$ cat src/rtl/fifo_wr_arbiter.sv
// Round-robin write-port arbiter for the dual-clock FIFO, write-clock domain only.
// Optional transfer statistics counter enabled by defining FIFO_ARB_STATS_EN.
module fifo_wr_arbiter #(
  parameter int unsigned NUM_REQ    = 4,
  parameter int unsigned DATA_WIDTH = 8,
  parameter int unsigned MAX_BURST  = 4
) (
  input  logic                          w_clk,
  input  logic                          w_rst,
  input  logic [NUM_REQ-1:0]            req_valid,
  input  logic [NUM_REQ*DATA_WIDTH-1:0] req_data,
  output logic [NUM_REQ-1:0]            req_ready,
  input  logic                          w_full,
  output logic                          w_inc,
  output logic [DATA_WIDTH-1:0]         w_data,
  output logic [$clog2(NUM_REQ)-1:0]    grant_id,
  output logic                          busy
`ifdef FIFO_ARB_STATS_EN
  ,
  output logic [15:0]                   xfer_cnt
`endif
);

  localparam int unsigned ID_W  = $clog2(NUM_REQ);
  localparam int unsigned CNT_W = $clog2(MAX_BURST + 1);

  typedef enum logic {
    S_IDLE,
    S_GRANT
  } state_t;

  state_t            state;
  state_t            state_nxt;
  logic [ID_W-1:0]   last;
  logic [ID_W-1:0]   last_nxt;
  logic [ID_W-1:0]   grant_nxt;
  logic [CNT_W-1:0]  burst_cnt;
  logic [CNT_W-1:0]  cnt_nxt;
  logic              transfer;
  logic              burst_done;
  logic              release_own;
  logic [NUM_REQ-1:0] others;

  // First set bit of mask strictly after 'from', wrapping around.
  function automatic logic [ID_W-1:0] rr_pick(input logic [NUM_REQ-1:0] mask,
                                              input logic [ID_W-1:0]    from);
    logic [ID_W-1:0] pick;
    logic            found;
    int unsigned     idx;
    pick  = from;
    found = 1'b0;
    for (int unsigned k = 1; k <= NUM_REQ; k++) begin
      idx = (32'(from) + k) % NUM_REQ;
      if (!found && mask[idx[ID_W-1:0]]) begin
        pick  = idx[ID_W-1:0];
        found = 1'b1;
      end
    end
    return pick;
  endfunction

  always_comb begin
    transfer  = (state == S_GRANT) && req_valid[grant_id] && !w_full && !w_rst;
    req_ready = '0;
    if ((state == S_GRANT) && !w_full && !w_rst) begin
      req_ready[grant_id] = 1'b1;
    end
    w_inc  = transfer;
    w_data = req_data[grant_id*DATA_WIDTH +: DATA_WIDTH];
    busy   = (state == S_GRANT);
  end

  always_comb begin
    state_nxt   = state;
    grant_nxt   = grant_id;
    last_nxt    = last;
    cnt_nxt     = burst_cnt;
    burst_done  = transfer && (burst_cnt == CNT_W'(MAX_BURST - 1));
    release_own = burst_done ||
                  ((state == S_GRANT) && !transfer && !req_valid[grant_id]);
    others           = req_valid;
    others[grant_id] = 1'b0;

    case (state)
      S_IDLE: begin
        if (|req_valid) begin
          grant_nxt = rr_pick(req_valid, last);
          last_nxt  = grant_nxt;
          cnt_nxt   = '0;
          state_nxt = S_GRANT;
        end
      end
      S_GRANT: begin
        if (release_own) begin
          cnt_nxt = '0;
          // A burst-limit release with no competitor keeps the owner without an idle bubble.
          if (|others) begin
            grant_nxt = rr_pick(others, last);
            last_nxt  = grant_nxt;
          end else if (!burst_done) begin
            state_nxt = S_IDLE;
          end
        end else if (transfer) begin
          cnt_nxt = burst_cnt + CNT_W'(1);
        end
      end
      default: state_nxt = S_IDLE;
    endcase
  end

  always_ff @(posedge w_clk) begin
    if (w_rst) begin
      state     <= S_IDLE;
      grant_id  <= '0;
      last      <= ID_W'(NUM_REQ - 1);
      burst_cnt <= '0;
    end else begin
      state     <= state_nxt;
      grant_id  <= grant_nxt;
      last      <= last_nxt;
      burst_cnt <= cnt_nxt;
    end
  end

`ifdef FIFO_ARB_STATS_EN
  always_ff @(posedge w_clk) begin
    if (w_rst) begin
      xfer_cnt <= '0;
    end else if (w_inc && (xfer_cnt != '1)) begin
      xfer_cnt <= xfer_cnt + 16'd1;
    end
  end
`endif

endmodule

$ cat config.mk
export PLATFORM = sky130hd
export DESIGN_NAME = fifo_wr_arbiter
export DESIGN_NICKNAME = d
export VERILOG_FILES = /design/src/rtl/fifo_wr_arbiter.sv
export SDC_FILE = /design/constraint.sdc
export NUM_CORES = 1
export LEC_CHECK = 0
export CORE_ASPECT_RATIO = 1.5
export CORE_UTILIZATION = 38
export DETAILED_ROUTE_END_ITERATION = 16
export PLACE_DENSITY = 0.85
export SLEW_MARGIN = 15
export SYNTH_ARGS = -nofsm -noshare
export SYNTH_HDL_FRONTEND = slang
export SYNTH_SLANG_ARGS = --single-unit
$ cat constraint.sdc
create_clock -name w_clk -period 2 [get_ports w_clk]
set_input_delay 0.5 -clock w_clk [delete_from_list [all_inputs] [get_ports w_clk]]
set_output_delay 0.5 -clock w_clk [all_outputs]
set_load 0.02 [all_outputs]
==> tab_implementation.tex <==
\begin{tabular}{lr}
\hline
Metric & Value \\
\hline
\multicolumn{2}{l}{\textbf{Status}} \\
Status & complete, but fails checks \\
Failing checks & negative setup slack \\
\multicolumn{2}{l}{\textbf{Synth}} \\
Top cell type's share of synthesized area & 19.4\% \\
Unique masters post-synth & 44 \\
Mean area per synthesized cell & 8.56 um2 \\
Post-synthesis sequential element count & 8 \\
Syn Nets & 163 \\
Total number of yosys warnings & 0 \\
Leading post-synthesis cells by cell area & sky130\_fd\_sc\_hd\_\_mux4\_2 19\%, sky130\_fd\_sc\_hd\_\_dfxtp\_1 15\%, sky130\_fd\_sc\_hd\_\_a21oi\_1 5.3\%, sky130\_fd\_sc\_hd\_\_nand2b\_1 4.2\%, sky130\_fd\_sc\_hd\_\_a211o\_1 3.4\% \\
Yosys top cell by area & sky130\_fd\_sc\_hd\_\_mux4\_2 \\
Prevailing post-synth register cell & sky130\_fd\_sc\_hd\_\_dfxtp\_1 \\
Share of the yosys chip area belonging to registers & 15.3\% \\
Number of enable-type register cells in the synthesized netlist & 0 \\
Proportion of register bits with asynchronous set or reset after synthesis & 0\% \\
Post-Syn Area & 1040 um2 \\
Instance count of the mapped netlist & 122 \\
\multicolumn{2}{l}{\textbf{Clock network}} \\
Number of buffers added by the clock tree synthesis step & 3 \\
Cell at the root of the clock tree & sky130\_fd\_sc\_hd\_\_clkbuf\_4 \\
CTS tree & yes \\
CTS H-tree lvls & 1 \\
Insertion delay of the later-clocked pin in the worst-skew pair & 250 ps \\
Number of buffers on the longest clock path & 2 \\
Reg clk slew, reported paths & 50 ps \\
Sinks on Clock Net & 8 \\
\multicolumn{2}{l}{\textbf{Power}} \\
Final total power & 1.22 mW \\
Maximum vdd drop & 0.000426 V \\
Power per standard cell area & 678 nW/um2 \\
Leak pwr & 0.828 nW \\
\multicolumn{2}{l}{\textbf{Setup path}} \\
Biggest cell delay along the critical path & 510 ps \\
Endpoint of the worst register-to-register path & grant\_id[1] \\
Reg-to-reg critical path startpoint & grant\_id[0] \\
Cell with the largest stage delay on the worst path & sky130\_fd\_sc\_hd\_\_mux4\_2 \\
Critical path required time & 1500 ps \\
Worst R2R Path Depth & 8 \\
Register-to-Register Setup Slack & 20 ps \\
Cell-by-cell listing of the critical path & buf\_4, buf\_12, mux4\_2, buf\_6 \\
Critical Path Start Type & flip-flop \\
Biggest fanout along the worst timing path & 9 \\
Largest delay share family, worst path & multiplexers \\
Crit path DAT & 1520 ps \\
Type of destination of the critical path & output port \\
Worst setup path start & grant\_id[0] \\
Sum of buffers and inverters on the critical path & 3 \\
Worst setup path class & flip-flop to output port \\
\multicolumn{2}{l}{\textbf{STA}} \\
Post-route minimum period & 2020 ps \\
Count of final max-slew check failures & 0 \\
Worst hold slack & 514 ps \\
Unrepaired setup endpoints after global routing & true \\
PnR worst setup slack & -16.5 ps \\
Final Cycle Share & 101\% \\
Worst Tran Pin Value & 389 ps \\
Maximum clock skew at final layout & 2.53 ps \\
Relative slew margins & 74.0\% \\
Final setup fails & 8 \\
Fmax achieved & 496 MHz \\
Final hold viol count & 0 \\
\multicolumn{2}{l}{\textbf{GRT}} \\
Number of global-route vias before repair & 1219 \\
Maximum number of pins on one net before global-route repair & 17 \\
Antenna violations before repair & 0 \\
Global Route Usage Sum & 25.2\% \\
First-pass GRT wire length & 5620 um \\
Overall overflow remaining after global route & 0 \\
\multicolumn{2}{l}{\textbf{Place}} \\
Input/output buffers & 54 \\
Post-DP HPWL & 2890 um \\
RD Place Congestion & 0.816 \\
\multicolumn{2}{l}{\textbf{Die}} \\
Starting utilization of the core area & 41.3\% \\
Boundary Pins & 55 \\
Area of the die & 2970 um2 \\
Site Rows & 22 \\
Die height & 66.2 um \\
Core Region & 2530 um2 \\
Die X-Extent & 44.8 um \\
\multicolumn{2}{l}{\textbf{Routing}} \\
Total number of vias & 1308 \\
Per-cell via count in the routed design & 5.64 \\
Antenna Nets Post-Route & 0 \\
Iteration count of the initial detailed-routing pass & 5 \\
Number of remaining DRC errors & 0 \\
Average wire length per cell after detail routing & 16.1 um \\
Aggregate routed wire length & 3730 um \\
Detailed Route Iter0 Violations & 53 \\
\multicolumn{2}{l}{\textbf{Final layout}} \\
Most frequent standard cell in the layout excluding fill and tap cells & sky130\_fd\_sc\_hd\_\_dlygate4sd2\_1 \\
Share of final-layout standard cells stronger than drive strength 1 & 35.7\% \\
Most frequent cells in the layout & 34 x sky130\_fd\_sc\_hd\_\_dlygate4sd2\_1, 24 x sky130\_fd\_sc\_hd\_\_buf\_4, 11 x sky130\_fd\_sc\_hd\_\_a21oi\_1, 11 x sky130\_fd\_sc\_hd\_\_buf\_6, 9 x sky130\_fd\_sc\_hd\_\_mux4\_2 \\
Total inserted antenna cells & 0 \\
Fin util & 70.8\% \\
Area growth from synthesis to layout & 71.6\% \\
Net count of the finished layout & 239 \\
\multicolumn{2}{l}{\textbf{Job}} \\
Number of max-capacitance violations reported & 0 \\
\multicolumn{2}{l}{\textbf{Min path}} \\
Worst hold path depth & 2 \\
Min-Delay Path Class & flip-flop to flip-flop \\
Worst min-delay path startpoint & burst\_cnt[2] \\
Worst Hold End & burst\_cnt[2] \\
\hline
\end{tabular}
## cell families after synthesis
family | share of synthesized area, %
and+or+nand+nor | 29.2
buffers and inverters | 5.75
DFF | 15.3
adders and majority gates | 2.39
AOI/OAI and AO/OA | 25.0
muxes | 22.3
## registers in the layout, indices dropped and copies added (netlist names)
register	count
busy	1
last	2
burst_cnt	3
grant_id	2
## repair_timing
item	4_1_cts	5_1_grt
setup buffers	2	1
cloned	0	0
setup endpoints to repair	22	14
gates resized for setup	127	7
hold buffers	0	0
pin swaps	7	5
## Yosys cell counts (2+ instances only)
cell type	n
sky130_fd_sc_hd__dfxtp_1	8
sky130_fd_sc_hd__ha_1	2
sky130_fd_sc_hd__mux4_2	9
sky130_fd_sc_hd__nand2_1	9
sky130_fd_sc_hd__nor2b_1	4
sky130_fd_sc_hd__nor3b_1	3
sky130_fd_sc_hd__o21ai_1	3
sky130_fd_sc_hd__nand2b_1	7
sky130_fd_sc_hd__nor2_1	9
sky130_fd_sc_hd__buf_2	3
sky130_fd_sc_hd__nand3b_1	2
sky130_fd_sc_hd__nor3_1	2
sky130_fd_sc_hd__and3_1	2
sky130_fd_sc_hd__o21ai_0	3
sky130_fd_sc_hd__nand3_1	3
sky130_fd_sc_hd__clkbuf_1	6
sky130_fd_sc_hd__nor4_1	2
sky130_fd_sc_hd__a21oi_1	11
sky130_fd_sc_hd__a211o_1	4
sky130_fd_sc_hd__inv_1	4
sky130_fd_sc_hd__mux2i_1	3
## per-stage QoR
stage | cells | worst slack, ps | setup TNS (ps) | instance area, um2
final | 232 | -16.5 | -35.6 | 1790
after global routing | 232 | -75.6 | -550 | 1790
after CTS | 231 | -124 | -582 | 1760
after detailed placement | 226 | -672 | -10160 | 1770
after global placement | 226 | -641 | -9230 | 1770
after floorplan | 122 | 13.2 | 0 | 1050
## layer usage
metal / global-route usage [%] / up-vias / wire length [um]
met5: 0 / - / 0
met4: 14.0 / 0 / 125
li1: - / 618 / -
met3: 5.19 / 10 / 360
met1: 25.4 / 604 / 1270
met2: 45.8 / 76 / 1970
## worst max path at each step
stage,endpoint,slack [ps],depth (start not counted)
finish,w_data[5],-20,4
global route,grant_id[1],-80,7
CTS,grant_id[1],-120,7
detailed placement,w_inc,-670,4
global placement,w_inc,-640,4
floorplan,w_data[0],10,3
## worst reg2reg max path: cells and delay by family, from the launching register on
family | cells | cell delay [ps]
and+or+nand+nor | 2 | 230
buffers and inverters | 2 | 310
AOI/OAI and AO/OA | 3 | 440
muxes | 1 | 560
DFF | 1 | 350
## cell type report
class                   instances  area, um2
clock buffers                   3       22.5
multi-input cells              99        848
repair buffers                 81        694
inverters                       5       18.8
fillers                       195        739
flip-flops and latches          8        164
well taps                      36       45.0
## power by group
| part | leakage, nW | internal, mW | switching (mW) |
|---|---|---|---|
| combinational | 0.748 | 0.472 | 0.418 |
| clock | 0.0138 | 0.0685 | 0.0522 |
| sequential | 0.0665 | 0.184 | 0.0198 |
(Power assumes the default switching activity.)
